==> src/rtl/notch_sequencer.sv <==
// notch_sequencer
//   Sample-rate controller for the adaptive notch filter instance. A programmable
//   divider produces one sample tick every CLK_DIV cycles. On each tick the ADC word
//   is either latched into the filter input with a one-cycle sample strobe, or, in
//   bypass, sent straight to the result register. A filter result is accepted only
//   on the rising edge of filt_done while waiting. A watchdog abandons a hung filter.
//
// Ports
//   clk, reset          system clock (rising edge), asynchronous active-high reset
//   enable              run the divider; low holds it at zero (no ticks)
//   bypass              route adc_data straight to dout, sampled on the tick
//   clr_err             synchronous clear of the sticky error flags
//   adc_data            ADC sample word
//   filt_data_out       filter result word
//   filt_done           filter completion, level or pulse (edge-detected here)
//   filt_data_in        registered word to the filter data input
//   filt_sample         one-cycle strobe to the filter sample trigger
//   dout, dout_valid    last result (held) and its one-cycle update strobe
//   busy                a filter transaction is in flight
//   overrun             sticky: tick arrived while busy, that sample was dropped
//   timeout_err         sticky: filter did not finish within TIMEOUT wait cycles
//   sample_cnt          number of dout_valid strobes, wraps silently

module notch_sequencer #(
    parameter int unsigned DATA_SIZE = 25,
    parameter int unsigned CLK_DIV   = 2500,
    parameter int unsigned TIMEOUT   = 1024,
    parameter int unsigned CNT_W     = 16
) (
    input  logic                 clk,
    input  logic                 reset,
    input  logic                 enable,
    input  logic                 bypass,
    input  logic                 clr_err,
    input  logic [DATA_SIZE-2:0] adc_data,
    input  logic [DATA_SIZE-2:0] filt_data_out,
    input  logic                 filt_done,
    output logic [DATA_SIZE-2:0] filt_data_in,
    output logic                 filt_sample,
    output logic [DATA_SIZE-2:0] dout,
    output logic                 dout_valid,
    output logic                 busy,
    output logic                 overrun,
    output logic                 timeout_err,
    output logic [CNT_W-1:0]     sample_cnt
);

    localparam int unsigned DW     = DATA_SIZE - 1;
    localparam int unsigned DIV_W  = $clog2(CLK_DIV);
    localparam int unsigned WAIT_W = $clog2(TIMEOUT);

    localparam logic [DIV_W-1:0]  DIV_LAST  = DIV_W'(CLK_DIV - 1);
    localparam logic [WAIT_W-1:0] WAIT_LAST = WAIT_W'(TIMEOUT - 1);

    typedef enum logic [1:0] {
        StIdle,
        StTrig,
        StWait
    } state_e;

    state_e            state_q, state_d;
    logic [DIV_W-1:0]  div_cnt_q, div_cnt_d;
    logic [WAIT_W-1:0] wait_cnt_q, wait_cnt_d;
    logic              done_prev_q;
    logic [DW-1:0]     filt_data_in_q, filt_data_in_d;
    logic              filt_sample_q, filt_sample_d;
    logic [DW-1:0]     dout_q, dout_d;
    logic              dout_valid_q, dout_valid_d;
    logic              overrun_q, overrun_d;
    logic              timeout_err_q, timeout_err_d;
    logic [CNT_W-1:0]  sample_cnt_q, sample_cnt_d;

    logic tick;
    logic done_rise;

    assign tick      = enable & (div_cnt_q == DIV_LAST);
    assign done_rise = filt_done & ~done_prev_q;

    // Divider: free-runs 0..CLK_DIV-1 while enabled, parked at zero otherwise so
    // a re-enable always starts a full period.
    always_comb begin
        div_cnt_d = '0;
        if (enable) begin
            div_cnt_d = (div_cnt_q == DIV_LAST) ? '0 : div_cnt_q + DIV_W'(1);
        end
    end

    always_comb begin
        state_d        = state_q;
        wait_cnt_d     = wait_cnt_q;
        filt_data_in_d = filt_data_in_q;
        filt_sample_d  = 1'b0;
        dout_d         = dout_q;
        dout_valid_d   = 1'b0;
        sample_cnt_d   = sample_cnt_q;
        // Clear first so that a same-cycle set below takes priority.
        overrun_d      = overrun_q & ~clr_err;
        timeout_err_d  = timeout_err_q & ~clr_err;

        unique case (state_q)
            StIdle: begin
                if (tick) begin
                    if (bypass) begin
                        dout_d       = adc_data;
                        dout_valid_d = 1'b1;
                        sample_cnt_d = sample_cnt_q + CNT_W'(1);
                    end else begin
                        filt_data_in_d = adc_data;
                        filt_sample_d  = 1'b1;
                        state_d        = StTrig;
                    end
                end
            end
            StTrig: begin
                // A done edge during the trigger cycle is stale and ignored.
                wait_cnt_d = '0;
                state_d    = StWait;
            end
            StWait: begin
                // Completion beats a coincident watchdog expiry.
                if (done_rise) begin
                    dout_d       = filt_data_out;
                    dout_valid_d = 1'b1;
                    sample_cnt_d = sample_cnt_q + CNT_W'(1);
                    state_d      = StIdle;
                end else if (wait_cnt_q == WAIT_LAST) begin
                    timeout_err_d = 1'b1;
                    state_d       = StIdle;
                end else begin
                    wait_cnt_d = wait_cnt_q + WAIT_W'(1);
                end
            end
            default: begin
                state_d = StIdle;
            end
        endcase

        // A tick that finds a transaction in flight is dropped and flagged.
        if (tick && (state_q != StIdle)) begin
            overrun_d = 1'b1;
        end
    end

    always_ff @(posedge clk or posedge reset) begin
        if (reset) begin
            state_q        <= StIdle;
            div_cnt_q      <= '0;
            wait_cnt_q     <= '0;
            done_prev_q    <= 1'b0;
            filt_data_in_q <= '0;
            filt_sample_q  <= 1'b0;
            dout_q         <= '0;
            dout_valid_q   <= 1'b0;
            overrun_q      <= 1'b0;
            timeout_err_q  <= 1'b0;
            sample_cnt_q   <= '0;
        end else begin
            state_q        <= state_d;
            div_cnt_q      <= div_cnt_d;
            wait_cnt_q     <= wait_cnt_d;
            done_prev_q    <= filt_done;
            filt_data_in_q <= filt_data_in_d;
            filt_sample_q  <= filt_sample_d;
            dout_q         <= dout_d;
            dout_valid_q   <= dout_valid_d;
            overrun_q      <= overrun_d;
            timeout_err_q  <= timeout_err_d;
            sample_cnt_q   <= sample_cnt_d;
        end
    end

    assign filt_data_in = filt_data_in_q;
    assign filt_sample  = filt_sample_q;
    assign dout         = dout_q;
    assign dout_valid   = dout_valid_q;
    assign busy         = (state_q != StIdle);
    assign overrun      = overrun_q;
    assign timeout_err  = timeout_err_q;
    assign sample_cnt   = sample_cnt_q;

endmodule
==> config.mk <==
export PLATFORM = sky130hd
export DESIGN_NAME = notch_sequencer
export DESIGN_NICKNAME = d
export VERILOG_FILES = /design/src/rtl/notch_sequencer.sv
export SDC_FILE = /design/constraint.sdc
export NUM_CORES = 1
export LEC_CHECK = 0
export CAP_MARGIN = 10
export CORE_ASPECT_RATIO = 0.9
export CORE_MARGIN = 2
export CORE_UTILIZATION = 35
export CTS_BUF_LIST = sky130_fd_sc_hd__clkbuf_4 sky130_fd_sc_hd__clkbuf_8 sky130_fd_sc_hd__clkbuf_16
export DETAILED_ROUTE_END_ITERATION = 10
export PLACE_DENSITY = 0.62
export SYNTH_ARGS = -nofsm -noshare
export SYNTH_HDL_FRONTEND = slang
export SYNTH_SLANG_ARGS = --single-unit
==> constraint.sdc <==
create_clock -name clk -period 4.45 [get_ports clk]
set_input_delay 1.1125 -clock clk [delete_from_list [all_inputs] [get_ports clk]]
set_output_delay 1.1125 -clock clk [all_outputs]
set_load 0.02 [all_outputs]
After elaboration in Yosys (flattened, before gate mapping)
Cells that the tools add are included.
{"block": "totals", "out_inout_bits": 69, "in_bits": 54, "word_cells": 70, "ff_bits": 93}
{"block": "op_classes", "muxes": 29, "eq_ne": 11, "bitwise_logic": 7, "n_reduce_logical": 9, "addsub": 3}
{"cell": "2-to-1 mux 24 bit", "n": 3}
{"cell": "2-to-1 mux 16 bit", "n": 3}
{"cell": "case mux 24 bit (2 select lines)", "n": 1}
{"cell": "case mux 16 bit (2 select lines)", "n": 1}
{"cell": "2-to-1 mux 12 bit", "n": 2}
{"cell": "2-to-1 mux 10 bit", "n": 2}
{"cell": "case mux 10 bit (2 select lines)", "n": 1}
{"cell": "adder 16 x 1 -> 16 bit (second input constant)", "n": 1}
{"cell": "adder 12 x 1 -> 12 bit (second input constant)", "n": 1}
{"cell": "== test 12 bit (second input constant)", "n": 1}
{"cell": "inequality test 2 bit (second input constant)", "n": 6}
{"cell": "adder 10 x 1 -> 10 bit (second input constant)", "n": 1}
{"cell": "== test 10 bit (second input constant)", "n": 1}
{"cell": "2-to-1 mux 1 bit", "n": 10}
{"cell": "AND reduction 3 bit", "n": 3}
{"cell": "2-to-1 mux 2 bit", "n": 4}
{"cell": "case mux 2 bit (3 select lines)", "n": 1}
{"cell": "nonzero test 2 bit", "n": 3}
{"cell": "bitwise AND 1 bit", "n": 4}
{"cell": "AND reduction 4 bit", "n": 1}
{"cell": "inequality test 3 bit (second input constant)", "n": 1}
{"cell": "inverter 1 bit", "n": 3}
{"cell": "== test 2 x 1 -> 1 bit (second input constant)", "n": 1}
{"cell": "== test 2 bit (second input constant)", "n": 1}
{"cell": "other kinds (3)", "n": 3}

Depth between registers and ports, before layout
Gate-level depths: netlist of the first run.
{"block": "depth", "ltp_word": 5, "ltp_mapped": 10, "ltp_nobuf": 7}

Worst setup path before layout of the first run
Ideal clock, no wire load.
{"block": "synth_timing", "kind": "input -> register", "from": "input port enable", "to": "register filt_data_in_q[10] (netlist: filt_data_in[10])", "n_path_buf": 2, "required_time_ns": 4.325, "setup_slack_ns": 1.756, "arrival_time_ns": 2.569, "path_stages": 6, "setup_time_ns": 0.125, "cell_sequence": "inv_1 or4_1 buf_2 nor3_4 buf_6 mux2_2"}
{"block": "synth_between", "elab_chain_len": 2}
{"element": "from (decl)", "line": "32", "rtl": "input logic enable,"}
{"element": "bitwise AND 1 bit", "line": "76", "rtl": "assign tick = enable & (div_cnt_q == DIV_LAST);"}
{"element": "AND reduction 3 bit (no source line)"}
{"element": "to (signal assigned)", "line": "162", "rtl": "filt_data_in_q <= filt_data_in_d;"}
{"element": "to (decl)", "line": "65", "rtl": "logic [DW-1:0] filt_data_in_q, filt_data_in_d;"}
Every way passes these cells.
A chain may end at the register's enable or synchronous reset.

Worst setup path after layout of the first run
{"block": "layout_timing", "from": "input port bypass", "to": "register sample_cnt_q[3] (netlist: sample_cnt[3])"}
{"block": "layout_between", "elab_chain_len": 2}
{"element": "from (decl)", "line": "33", "rtl": "input logic bypass,"}
{"element": "inequality test 2 bit (no source line)"}
{"element": "AND reduction 4 bit (no source line)"}
{"element": "to (signal assigned)", "line": "168", "rtl": "sample_cnt_q <= sample_cnt_d;"}
{"element": "to (decl)", "line": "71", "rtl": "logic [CNT_W-1:0] sample_cnt_q, sample_cnt_d;"}
Every way passes these cells.

==> results of run 1 <==
## area by class of cell
cell class,count,area share (%)
Clock buffer,11,4.20
Multi-Input combinational cell,248,29.7
Inverter,10,0.660
Timing Repair Buffer,128,21.5
Sequential cell,93,39.6
Clock inverter,5,1.00
Tap cell,156,3.32
## through the flow
stage	hold slack, ps	total power (W)	instance area (um2)	setup WS, ps	cells
2_1_floorplan	448	0.000922	4180	917	367
4_1_cts	477	0.00180	5870	1240	650
5_1_grt	512	0.00185	5870	1080	651
3_5_place_dp	466	0.00100	5560	866	634
6_report	476	0.00177	5870	1270	651
3_3_place_gp	465	0.00100	5560	931	634
## worst paths after layout
kind | start | endpoint | slack [ps] | cells past startpoint
max | bypass | sample_cnt[3] | 1270 | 7
min | div_cnt_q[0] | div_cnt_q[0] | 480 | 1
max reg2reg | div_cnt_q[0] | sample_cnt[3] | 1590 | 7
min reg2reg | div_cnt_q[0] | div_cnt_q[0] | 480 | 1
max in group asynchronous | reset | div_cnt_q[9] | 2520 | 3
min in group asynchronous | reset | filt_data_in[22] | 1110 | 2
## registers in the layout (all words and copies together) (netlist names)
name / flops
filt_data_in: 24
filt_sample: 1
overrun: 1
sample_cnt: 16
state_q: 2
div_cnt_q: 12
dout: 24
timeout_err: 1
wait_cnt_q: 10
dout_valid: 1
done_prev_q: 1
## layer usage
metal	share of wire (%)	vias up	wire length, um	track usage, %
met5	0	-	0	0
met4	0.73	0	74	5.19
met3	9.0	6	920	7.89
met2	44	91	4500	24.1
met1	46	1568	4680	21.1
li1	-	1528	-	-
## cells by family after synthesis
family / after synthesis / synth area share [%]
compound gates: 50 / 6.83
flops: 93 / 55.7
mux: 50 / 12.8
buf+inv: 26 / 2.84
fa+ha+maj: 6 / 1.80
xor+xnor: 27 / 5.66
simple gates: 115 / 14.4
## synthesized netlist by cell type, types with 2 or more instances
cell and count:
xnor2_1 19, and3_1 9, and4_1 4, nand3b_1 2
nor2b_1 5, o22ai_1 2, buf_2 5, dfrtp_1 93
ha_1 6, nand2b_1 2, mux2i_1 24, o21ai_0 5
nand4_1 14, nand2_1 16, a21oi_1 33, a31oi_1 4
mux2_2 25, buf_6 2, nor2_1 40, nor3_1 3
clkbuf_1 8, inv_1 10, nand3_1 12, xor2_1 8
## report_power, final
part	total, W	leakage, nW	internal, W	switching, W
registers	0.000863	1.28	0.000856	0.00000660
clock network	0.000789	0.146	0.000458	0.000331
logic	0.000123	1.09	0.0000692	0.0000534
==> run summary, run 1 <==
Outcome - finished, final reports clean
Worst-Margin Slew - 761 ps
CTS buffer count - 9
Final hold vios - 0
Number of global-route vias before repair - 3,213
IO buf count - 122
Synth Flop Type - dfrtp_1
DR WL/cell - 15.6 um
Die height - 108 um
Synth area leaders - dfrtp_1 56%, mux2_2 6.7%, mux2i_1 5.7%
Total grt overflow - 0
Remaining DRCs - 0
CTS HTree Levels - 3
EDFF count, synth - 0
Core Region - 0.0115 mm2
Area of the multi-input gates - 0.00174 mm2
Synthesis-to-finish area growth - 40.5%
Arr. time, crit path - 3410 ps
Register area - 0.00233 mm2
Max_cap viols - 0
Ys async rst share - 100%
CTS tree - yes
Diode count - 0
Worst slew margin - 49.2%
Nets - 550
Post-synth top area share - 55.7%
Fmax - 0.314 GHz
Crit path launch type - input port
Insertion delay to the later sink of the worst-skew pair - 340 ps
Routability cong. - 0.769
Commonest non-fill, non-tap cell in the layout - clkdlybuf4s50_1
Setup Buffers After CTS - 0
Max Clock Skew - 7.76 ps
Initial Utilization - 36.3%
Setup CP Type - input port to flip-flop
Total track usage - 16.3%
Distinct cells, synth - 40
Static leakage - 2.51 nW
Hold crit path type - flip-flop to flip-flop
CP endpoint kind - flip-flop
Most frequent cells in the layout - 122 x clkdlybuf4s50_1, 93 x dfrtp_1, 40 x nor2_1
Crit-path cells - clkdlybuf4s50_1 -> nand2_1 -> o41ai_1 -> nor2b_4 -> buf_4 -> nand4_1 -> xnor2_1
Synth area leader - dfrtp_1
Critical path's slowest cell - clkdlybuf4s50_1
CTS clk-pin slew, worst paths - 70 ps
Crit share post-route - 71.5%
Core Util, Final - 50.9%
Hold buffers post-CTS - 0
#FFs+latches synth - 93
Post-Synthesis Cells - 367
Layout cells sized above 1 - 10.7%
Max-slew violations - 0
Max clock buf depth - 2
Syn nets - 427
Final setup TNS - 0 ps
CP max stage delay - 620 ps
Die area - 0.0128 mm2
Root Driver - clkbuf_16
Final setup violation count - 0
CP Max Fanout - 50
WL final - 10,200 um
Peak supply drop - 0.000155 V
Antenna violations before repair - 0
Synth Area per Inst - 11.4 um2
CP Buf/Inv Count - 2
DR vias/cell - 4.90
CTS resizes - 0
Netlist Area Pre-Place - 0.00418 mm2
HPWL after DPL - 7110 um
Final Critical Period - 3180 ps
Total iterations of the first detailed-routing run - 4
CP required - 4680 ps
Die width - 119 um
Ys Warns - 0
PD cells - 302 mW/mm2
Fillers - 1,087
CP top delay family - buffers and inverters
RSZ-0062 raised after global routing - false
Sequential share of the synthesized area - 55.7%
Initial DRC count - 132
Top Ports - 123
ANT nets after route - 0
Via count - 3,193
Clock Sinks - 93
Largest net degree at the start of global routing - 51
First-pass GRT wire length - 16,300 um
FP Rows - 37
No activity file was read; power rests on OpenSTA's default activity.
==> run 2: changes to the inputs <==
Clock period 4.45 ns to 3.3 ns, I/O delays scaled along.
==> run summary, run 2 (synthesis gave the netlist of run 1 again) <==
Remaining DRCs - 0
CP endpoint kind - primary output
Setup Buffers After CTS - 0
Synthesis-to-finish area growth - 42.0%
DR vias/cell - 4.88
Combinational share of power - 7.0%
Die area - 0.0128 mm2
WL final - 10,100 um
Max_cap viols - 0
RSZ-0062 raised after global routing - false
Outcome - finished, final reports clean
Worst-Margin Slew - 733 ps
Hold crit path type - flip-flop to flip-flop
Crit path launch type - flip-flop
IO buf count - 122
Static leakage - 2.55 nW
Worst slew margin - 51.1%
Number of global-route vias before repair - 3,194
Crit share post-route - 83.4%
Total grt overflow - 0
CP Max Fanout - 7
Hold buffers post-CTS - 0
Die height - 108 um
HPWL after DPL - 7050 um
Final Critical Period - 2750 ps
Switching part of the total - 20.9%
Layout cells sized above 1 - 11.1%
Core Region - 0.0115 mm2
Max Clock Skew - 8.40 ps
Final setup TNS - 0 ps
CTS tree - yes
Final setup violation count - 0
Die width - 119 um
Register area - 0.00233 mm2
ANT nets after route - 0
CTS buffer count - 9
Max-slew violations - 0
Nets - 553
Insertion delay to the later sink of the worst-skew pair - 350 ps
Fillers - 1,069
Clock Power Share - 44.5%
Final hold vios - 0
Setup CP Type - flip-flop to primary output
CTS resizes - 0
Via count - 3,186
Initial Utilization - 36.3%
Core Util, Final - 51.5%
Peak supply drop - 0.000372 V
CTS HTree Levels - 3
First-pass GRT wire length - 16,300 um
Antenna violations before repair - 0
PD cells - 405 mW/mm2
Pint - 0.00190 W
Diode count - 0
CTS clk-pin slew, worst paths - 60 ps
Total iterations of the first detailed-routing run - 4
Root Driver - clkbuf_16
Fmax - 0.364 GHz
Routability cong. - 0.743
Most frequent cells in the layout - 122 x clkdlybuf4s50_1, 93 x dfrtp_1, 40 x nor2_1
Largest net degree at the start of global routing - 49
Arr. time, crit path - 1930 ps
Non-Filler Instances - 653
CP required - 2470 ps
Placed instance count - 638
DR WL/cell - 15.5 um
Total track usage - 16.5%
Max clock buf depth - 2
FP Rows - 37
Area of the multi-input gates - 0.00174 mm2
NetSw - 0.000502 W
Top Ports - 123
Commonest non-fill, non-tap cell in the layout - clkdlybuf4s50_1
Initial DRC count - 149
Sequential power share - 48.4%
Clock Sinks - 93
[run 2: cell type report]
type,instances,area share (%)
clock inverters,1,0.506
flip-flops and latches,93,39.2
clock buffers,14,4.64
repair buffers,131,22.3
multi-input cells,248,29.4
inverters,10,0.653
well taps,156,3.29
[run 2: metal layers]
layer / vias to the layer above / part of all wire, % / GRT usage, %
met5: - / 0 / 0
met4: 0 / 1.2 / 5.19
met3: 12 / 11 / 10.4
met2: 96 / 45 / 25.6
met1: 1535 / 42 / 18.9
li1: 1543 / - / -
[run 2: stage by stage]
stage	hold slack (ps)	total power, W	instance area, um2	worst slack, ps
floorplan	448	0.00124	4180	54.7
CTS	482	0.00245	5940	508
detailed placement	463	0.00136	5630	291
global route	493	0.00250	5940	417
global placement	465	0.00135	5630	330
finish	483	0.00240	5940	549
[run 2: final timing paths]
check                           slack, ps           start         endpoint  depth (start not counted)
worst max register to register        680    div_cnt_q[0]  filt_data_in[7]                          6
worst max-delay path                  550      state_q[0]             busy                          4
worst min-delay path                  480  sample_cnt[15]   sample_cnt[15]                          1
min in group asynchronous             900           reset    sample_cnt[3]                          2
worst min register to register        480  sample_cnt[15]   sample_cnt[15]                          1
max in group asynchronous            1700           reset  filt_data_in[1]                          3
[run 2: power groups by stage]
stage	sequential (W)	clock (W)	combinational, W
after floorplan	0.00120	0	0.0000451
after global placement	0.00118	0	0.000171
after detailed placement	0.00119	0	0.000172
after CTS	0.00116	0.00111	0.000173
after global routing	0.00117	0.00116	0.000185
final	0.00116	0.00107	0.000169
[run 2: critical path, stage by stage (launching register included)]
cell	delay [ps]
dfrtp_1	350
inv_1	70
ha_1	300
inv_1	190
clkdlybuf4s50_1	660
==> run 3: changes to the inputs <==
Clock period 3.3 ns to 2.61 ns, I/O delays scaled along.
==> run summary, run 3 (synthesis gave the netlist of run 1 again) <==
Total iterations of the first detailed-routing run - 4
CP Buf/Inv Count - 1
Routability cong. - 0.776
Final setup violation count - 0
CTS resizes - 0
Max clock buf depth - 2
CP endpoint kind - flip-flop
CP Max Fanout - 5
ANT nets after route - 0
RSZ-0062 raised after global routing - false
Largest net degree at the start of global routing - 40
Worst-Margin Slew - 721 ps
CTS HTree Levels - 3
Static leakage - 2.62 nW
WL final - 10,100 um
Commonest non-fill, non-tap cell in the layout - clkdlybuf4s50_1
Total grt overflow - 0
CP top delay family - simple AND/OR/NAND/NOR gates
Non-Filler Instances - 661
Nets - 560
Die width - 119 um
HPWL after DPL - 7310 um
Final setup TNS - 0 ps
DR vias/cell - 4.89
Peak supply drop - 0.000384 V
Top Ports - 123
Outcome - finished, final reports clean
Arr. time, crit path - 2680 ps
Register area - 0.00233 mm2
CTS clk-pin slew, worst paths - 60 ps
Hold buffers post-CTS - 0
Worst slew margin - 51.5%
Final hold vios - 0
DR WL/cell - 15.3 um
Total track usage - 16.5%
Initial Utilization - 36.3%
Fmax - 0.407 GHz
Critical path's slowest cell - or4b_4
Clock Sinks - 93
Via count - 3,233
Most frequent cells in the layout - 121 x clkdlybuf4s50_1, 93 x dfrtp_1, 40 x nor2_1
Placed instance count - 644
Core Util, Final - 52.4%
CP required - 2830 ps
CTS tree - yes
Area of the multi-input gates - 0.00175 mm2
Core Region - 0.0115 mm2
Crit share post-route - 94.1%
Insertion delay to the later sink of the worst-skew pair - 340 ps
First-pass GRT wire length - 16,700 um
Max-slew violations - 0
FP Rows - 37
Layout cells sized above 1 - 12.9%
Remaining DRCs - 0
Antenna violations before repair - 0
CTS buffer count - 9
Setup Buffers After CTS - 0
Die area - 0.0128 mm2
PD cells - 511 mW/mm2
Synthesis-to-finish area growth - 44.5%
CP max stage delay - 490 ps
Final Critical Period - 2460 ps
Crit-path cells - ha_1 -> or4b_4 -> or4_4 -> buf_4 -> o21a_1 -> a21oi_1 -> mux2_2
Hold crit path type - flip-flop to flip-flop
Max Clock Skew - 14.7 ps
Fillers - 1,003
Root Driver - clkbuf_16
Crit path launch type - flip-flop
Number of global-route vias before repair - 3,312
Initial DRC count - 106
Setup CP Type - flip-flop to flip-flop
Die height - 108 um
Diode count - 0
Max_cap viols - 0
IO buf count - 122
==> run 3: cell types whose count changed in the layout (fill, tap and decap cells not counted), moves of 2 or more <==
cell,before,now
clkbuf_8,2,0
buf_12,3,5
buf_4,6,10
clkbuf_4,3,0
inv_6,0,2
==> run 3: power by group <==
| group | internal [W] | switching [W] | total (W) |
|---|---|---|---|
| logic | 0.000129 | 0.0000940 | 0.000223 |
| clock network | 0.000844 | 0.000550 | 0.00139 |
| registers | 0.00146 | 0.0000122 | 0.00147 |
==> run 3: layout make-up <==
cell class,instances,area share (%)
multi-input cells,248,29.0
clock inverters,7,1.60
repair buffers,138,23.2
well taps,156,3.23
inverters,10,0.684
flip-flops and latches,93,38.5
clock buffers,9,3.73
==> run 3: routing by layer <==
layer | GRT usage, % | routed length, um
met5 | 0 | 0
met4 | 4.68 | 89
met3 | 8.10 | 972
met2 | 24.8 | 4580
met1 | 21.2 | 4450
==> run 3: path summary, 6_finish.rpt <==
| check | start | endpoint | slack, ps | cells past startpoint |
|---|---|---|---|---|
| worst max-delay path | div_cnt_q[0] | state_q[1] | 150 | 7 |
| worst min-delay path | sample_cnt[15] | sample_cnt[15] | 480 | 1 |
| worst max register to register | div_cnt_q[0] | state_q[1] | 150 | 7 |
| worst min register to register | sample_cnt[15] | sample_cnt[15] | 480 | 1 |
| max in group asynchronous | reset | dout_valid | 1320 | 3 |
| min in group asynchronous | reset | filt_data_in[8] | 750 | 2 |
==> run 3: per-stage QoR <==
stage | worst slack, ps | hold WS (ps) | instance area (um2) | total power [W]
2_1_floorplan | 118 | 448 | 4180 | 0.00157
3_3_place_gp | -104 | 468 | 5700 | 0.00172
3_5_place_dp | -133 | 470 | 5700 | 0.00172
4_1_cts | 10.2 | 488 | 6020 | 0.00313
5_1_grt | 14.0 | 503 | 6040 | 0.00321
6_report | 154 | 478 | 6040 | 0.00309
